### config.mk
export PLATFORM = sky130hd
export DESIGN_NAME = sample_proj_wb_regs
export DESIGN_NICKNAME = d
export VERILOG_FILES = /design/src/rtl/sample_proj_wb_regs.sv
export SDC_FILE = /design/constraint.sdc
export NUM_CORES = 1
export LEC_CHECK = 0
export BUFFER_PORTS_ARGS = -buffer_cell sky130_fd_sc_hd__buf_4
export CAP_MARGIN = 5
export CORE_MARGIN = 3
export CORE_UTILIZATION = 35
export DETAILED_ROUTE_END_ITERATION = 7
export PLACE_DENSITY_LB_ADDON = 0.05
export SYNTH_ARGS = -nofsm -noshare
export SYNTH_HDL_FRONTEND = slang
export SYNTH_SLANG_ARGS = --single-unit
### constraint.sdc
create_clock -name clk -period 1.9 [get_ports clk]
set_input_delay 0.38 -clock clk [delete_from_list [all_inputs] [get_ports clk]]
set_output_delay 0.38 -clock clk [all_outputs]
set_load 0.01 [all_outputs]
### src/rtl/sample_proj_wb_regs.sv
// Wishbone B4 classic register bank in front of the sample project core.
// Holds the prescaler, enable and stop settings, and turns done rollovers into a sticky, maskable interrupt.
module sample_proj_wb_regs #(
  parameter logic [31:0] BASE_ADDR     = 32'h3000_0000,
  parameter logic [13:0] PRESCALER_RST = 14'd1
) (
  input  logic        clk,
  input  logic        nrst,
  input  logic        wb_cyc_i,
  input  logic        wb_stb_i,
  input  logic        wb_we_i,
  input  logic [3:0]  wb_sel_i,
  input  logic [31:0] wb_adr_i,
  input  logic [31:0] wb_dat_i,
  output logic [31:0] wb_dat_o,
  output logic        wb_ack_o,
  input  logic        done_i,
  output logic [13:0] prescaler_o,
  output logic        enable_o,
  output logic        stop_o,
  output logic        irq_o
);

  localparam logic [1:0] OFF_PRESC  = 2'd0;
  localparam logic [1:0] OFF_CTRL   = 2'd1;
  localparam logic [1:0] OFF_STATUS = 2'd2;
  localparam logic [1:0] OFF_IRQEN  = 2'd3;

  typedef struct packed {
    logic       go;
    logic       we;
    logic [1:0] off;
  } wb_req_t;

  wb_req_t     req;
  logic        wr_en;
  logic        w1c;
  logic        done_q;
  logic        done_rise;
  logic        done_sticky;
  logic        irq_en;
  logic [13:0] presc_nxt;
  logic [31:0] rdata;
  logic        unused_bits;

  assign unused_bits = ^{wb_adr_i[1:0], wb_sel_i[3:2], wb_dat_i[31:14]};

  // The ack itself gates a new request, so a held strobe gets every other cycle.
  always_comb begin
    req.go  = wb_cyc_i & wb_stb_i & (wb_adr_i[31:4] == BASE_ADDR[31:4]) & ~wb_ack_o;
    req.we  = wb_we_i;
    req.off = wb_adr_i[3:2];
  end

  assign wr_en     = req.go & req.we;
  assign w1c       = wr_en & (req.off == OFF_STATUS) & wb_sel_i[0] & wb_dat_i[0];
  assign done_rise = done_i & ~done_q;

  always_comb begin
    presc_nxt = prescaler_o;
    if (wb_sel_i[0]) presc_nxt[7:0]  = wb_dat_i[7:0];
    if (wb_sel_i[1]) presc_nxt[13:8] = wb_dat_i[13:8];
  end

  always_comb begin
    rdata = '0;
    case (req.off)
      OFF_PRESC:  rdata = {18'd0, prescaler_o};
      OFF_CTRL:   rdata = {30'd0, stop_o, enable_o};
      OFF_STATUS: rdata = {31'd0, done_sticky};
      OFF_IRQEN:  rdata = {31'd0, irq_en};
      default:    rdata = '0;
    endcase
  end

  always_ff @(posedge clk or negedge nrst) begin
    if (!nrst) begin
      wb_ack_o    <= 1'b0;
      wb_dat_o    <= '0;
      prescaler_o <= PRESCALER_RST;
      enable_o    <= 1'b0;
      stop_o      <= 1'b0;
      irq_en      <= 1'b0;
      done_q      <= 1'b0;
      done_sticky <= 1'b0;
      irq_o       <= 1'b0;
    end else begin
      wb_ack_o    <= req.go;
      wb_dat_o    <= (req.go & ~req.we) ? rdata : '0;
      done_q      <= done_i;
      // A new rising edge beats a same-cycle clear so no rollover is lost.
      done_sticky <= done_rise | (done_sticky & ~w1c);
      irq_o       <= done_sticky & irq_en;
      if (wr_en) begin
        case (req.off)
          OFF_PRESC: prescaler_o <= (presc_nxt == 14'd0) ? 14'd1 : presc_nxt;
          OFF_CTRL: begin
            if (wb_sel_i[0]) begin
              enable_o <= wb_dat_i[0];
              stop_o   <= wb_dat_i[1];
            end
          end
          OFF_IRQEN: if (wb_sel_i[0]) irq_en <= wb_dat_i[0];
          default: ;
        endcase
      end
    end
  end

endmodule

==> results by stage <==
Logic synthesis:
- The synthesized design contains 0 enable-type register cells.
- The most used flip-flop cell after synthesis is dfrtp_1.
- In this run the mean area of a mapped cell was 12.9 um2.
- After synthesis, flip-flops and latches occupy 50.5% of the total area.
- Synthesis handed over a netlist of 135 instances.
- In this run, synthesis produced a sequential element count of 35.
- The portion of synthesized cell area occupied by the leading cell type is roughly 49%.
- The synthesized netlist occupies a cell area of between 1500 and 2000 um2.
- The Yosys step of the flow raised 0 warnings.
- After synthesis, the cell types taking the most area are dfrtp_1 49%, buf_4 7.8%, mux2_1 7.1%.
- Counting flops with an async set or reset pin after synthesis yields a share of 100%.
- The dominant cell type by area after synthesis is dfrtp_1.
- The number of different library cells in the post-synthesis netlist is 38.

Route:
- The remaining routing DRC violations is 0.
- The via count is approximately 1300.
- The total wire length is just over 4000 um.
- The first routing iteration left 11 violations.
- The post-detailed-route count of antenna-violating nets is 0.
- Dividing the detail-routed via count by the number of cells gives 4.54.
- The first TritonRoute pass finished after 3 iterations.
- The average routed wire per standard cell is ~14 um.

STA:
- The shortest clock period the worst path allows after layout is approximately 1700 ps.
- The total count of max-transition violations in the final report came to 0.
- Across all setup checks in the final design, the least slack found is ~150 ps.
- The final setup violation count is 0.
- The hold violation total from the final report is 0.
- The fmax is 572 MHz.
- The worst clock skew on the final layout is a little under 5 ps.
- Setup repair after global routing left no endpoint under its margin.
- Across all hold checks on the routed design, the worst slack comes to 38.6 ps.
- Summed over all failing endpoints, the final setup total negative slack is 0 ps.
- After layout, the worst path uses 92.0% of the clock period.

CTS:
- In this run the clock root is driven by a clkbuf_8.
- The clock drives 35 sinks.
- The post-CTS setup buffer count is 0.
- The maximum number of buffers from clock root to sink is 2.
- The clock reaches the later pin of the worst-skew pair after 280 ps.
- After clock tree synthesis, the flow added hold-fix buffers numbering 0.
- TritonCTS built the clock tree.
- In this run, CTS created clock tree buffers numbering 5.
- The post-CTS clock slew at the launch and capture registers of the worst setup and hold paths is 70 ps.
- The number of gates resized after CTS is 0.
- The H-tree was split into 2 levels.

Floorplanning:
- The floorplan step defined a die boundary enclosing 5840 um2.
- In this run the count of I/O pins placed on the die edge is 124.
- The floorplan has 25 rows.
- The floorplan step set the die width to 76.4 um.
- From bottom edge to top edge, the die measures 76.4 um.
- The initial core utilization is 36.5%.
- In this run the standard cell core region covers 4750 um2.

Place:
- The last weighted congestion value of the routability-driven placer is 0.698.
- The post-placement cell count is 286.
- The post-place instance area is 2410 um2.
- Port buffering added 83 buffers.
- Once detailed placement completed, the half-perimeter wirelength came to 3190 um.
- The worst slack at placement is -130 ps.

Layout:
- In the final layout, the share of cells above drive strength 1 is between 50% and 60%.
- The area growth from synthesis to final layout is 43.4%.
- The finished cells cover 2490 um2.
- The net count of the finished layout is 300.
- The post-route core utilization is 52.4%.
- The number of filler cells placed in the layout is 460.
- The count of antenna diodes in the layout is 0.
- Once layout is complete, the cells apart from fillers number between 200 and 300.

Critical path:
- The highest-delay cell along the critical path is or4_1.
- Of all nets on the critical path, the largest fanout is 4.
- The arrival time at the worst endpoint is 1970 ps.
- The worst setup path is launched from a flop.
- The sort of element at the end of the critical path is a flop.
- The most critical setup path has its startpoint at prescaler_o[5].
- The terminus of the critical flop-to-flop path is prescaler_o[0].
- Among cell families on the critical path, the largest total delay comes from simple AND/OR/NAND/NOR gates.
- The signal on the critical path passes through or4_1 -> o22a_1 -> nor4_2 -> o2111a_1 -> o22a_1.
- The worst setup path is of the flop to flop kind.
- For this run, the slowest stage of the critical path takes 510 ps.
- The launch instance of the worst register-to-register path is prescaler_o[5].
- Together, buffers and inverters on the worst path number 0.
- In this design, the critical path's most frequently occurring cell is o22a_1.
- In this run the register-to-register setup slack is 150 ps.
- Data on the critical path is required at its endpoint by 2130 ps.
- The number of cells on the worst reg-to-reg path is 5.

Global routing:
- Entering global routing, the biggest net connects 36 pins.
- Across every metal layer, demand over resource in global routing totals 14.9%.
- The initial antenna violation count was 0.
- The wire length of the first global-routing pass is 7000 um.
- The global route total overflow is 0.
- The number of global-route vias before repair came to around 1400.

Power and ir drop:
- The worst voltage drop across the vdd grid is 0.317 mV.
- The final total power is 1.43 mW.
- The static power due to leakage is 1.31 nW.
- The ratio of total power to cell area is 573 nW/um2.

Run:
- Max-cap violations in this run came to 0.

Min path:
- The path class of the lowest-slack min-delay path is primary input to async pin.

Run status:
- The run finished with clean final reports.
## cell families after synthesis
family | Yosys count | share of synthesized area [%]
muxes | 22 | 14.6
buffers and inverters | 23 | 9.37
AOI/OAI and AO/OA | 6 | 3.03
DFF | 35 | 50.5
other | 1 | 0.216
and+or+nand+nor | 48 | 22.3
## power by group
group,total (mW),internal [mW],switching (mW)
Combinational,0.164,0.0864,0.0778
Clock,0.518,0.256,0.262
Sequential,0.746,0.746,0.000293
## worst reg2reg max path, stage by stage (launching register included)
cell      delay (ps)
dfrtp_1          410
or4_1            510
o22a_1           220
nor4_2           240
o2111a_1         200
o22a_1           130
## worst max-delay path by stage
| stage | endpoint | slack [ps] | depth (start not counted) |
|---|---|---|---|
| 3_3_place_gp | prescaler_o[5] | -90 | 6 |
| 2_1_floorplan | prescaler_o[1] | 200 | 5 |
| 6_report | prescaler_o[0] | 150 | 5 |
| 5_1_grt | prescaler_o[1] | 20 | 6 |
| 4_1_cts | prescaler_o[0] | 130 | 5 |
| 3_5_place_dp | prescaler_o[5] | -130 | 6 |
## Yosys cell counts (2+ instances only)
cell type  count
and2_1        13
nor3_1         4
clkbuf_1       2
nor4_2         4
nand4_1        3
buf_4         18
o22a_1         2
mux2_2         5
nand4_4        2
nor4_1         4
dfrtp_1       34
nand3_1        2
mux2i_1        5
nor2_1         2
mux2_1        11
nor2b_1        2
## metal layers
layer	share of wire, %	wire length (um)	track usage, %
met3	7.6	314	5.32
met2	50	2080	25.3
met4	1.0	42	4.89
met5	0	0	0
met1	41	1680	17.6
## cell type report
type | instances | area [um2] | share of cell area (%)
inverter | 1 | 3.75 | 0.151
sequential | 35 | 877 | 35.2
clock inverter | 2 | 12.5 | 0.502
tap | 67 | 83.8 | 3.37
multi-input combinational | 94 | 761 | 30.5
clock buffer | 6 | 72.6 | 2.91
timing repair buffer | 89 | 681 | 27.3
## cells in the final DEF, fill, tap and decap left out, drive strengths merged
cell / Yosys / final
and4b: 1 / 1
nand3: 2 / 2
nor3: 5 / 5
dfstp: 1 / 1
dfrtp: 34 / 34
nor2b: 2 / 2
nand4: 6 / 6
a22o: 1 / 1
mux4: 1 / 1
inv: 1 / 1
buf: 20 / 89
nand2: 1 / 1
or4: 1 / 1
clkbuf: 2 / 6
o2111a: 1 / 1
a22oi: 1 / 1
mux2: 16 / 16
nor3b: 1 / 1
and4bb: 1 / 1
nor4: 8 / 8
or4b: 1 / 1
o211ai: 1 / 1
and3b: 1 / 1
clkinvlp: 0 / 1
or3: 1 / 1
clkinv: 0 / 1
conb: 1 / 18
and2: 13 / 13
nor2: 3 / 3
mux2i: 5 / 5
or3b: 1 / 1
o22a: 2 / 2
## state kept, by name, indices dropped and copies added (netlist names)
signal and cells:
wb_ack_o 1, enable_o 1, prescaler_o 14, irq_o 1, stop_o 1, done_q 1
done_sticky 1, wb_dat_o 14, irq_en 1
Note: power is estimated with default switching activity, not from simulation.
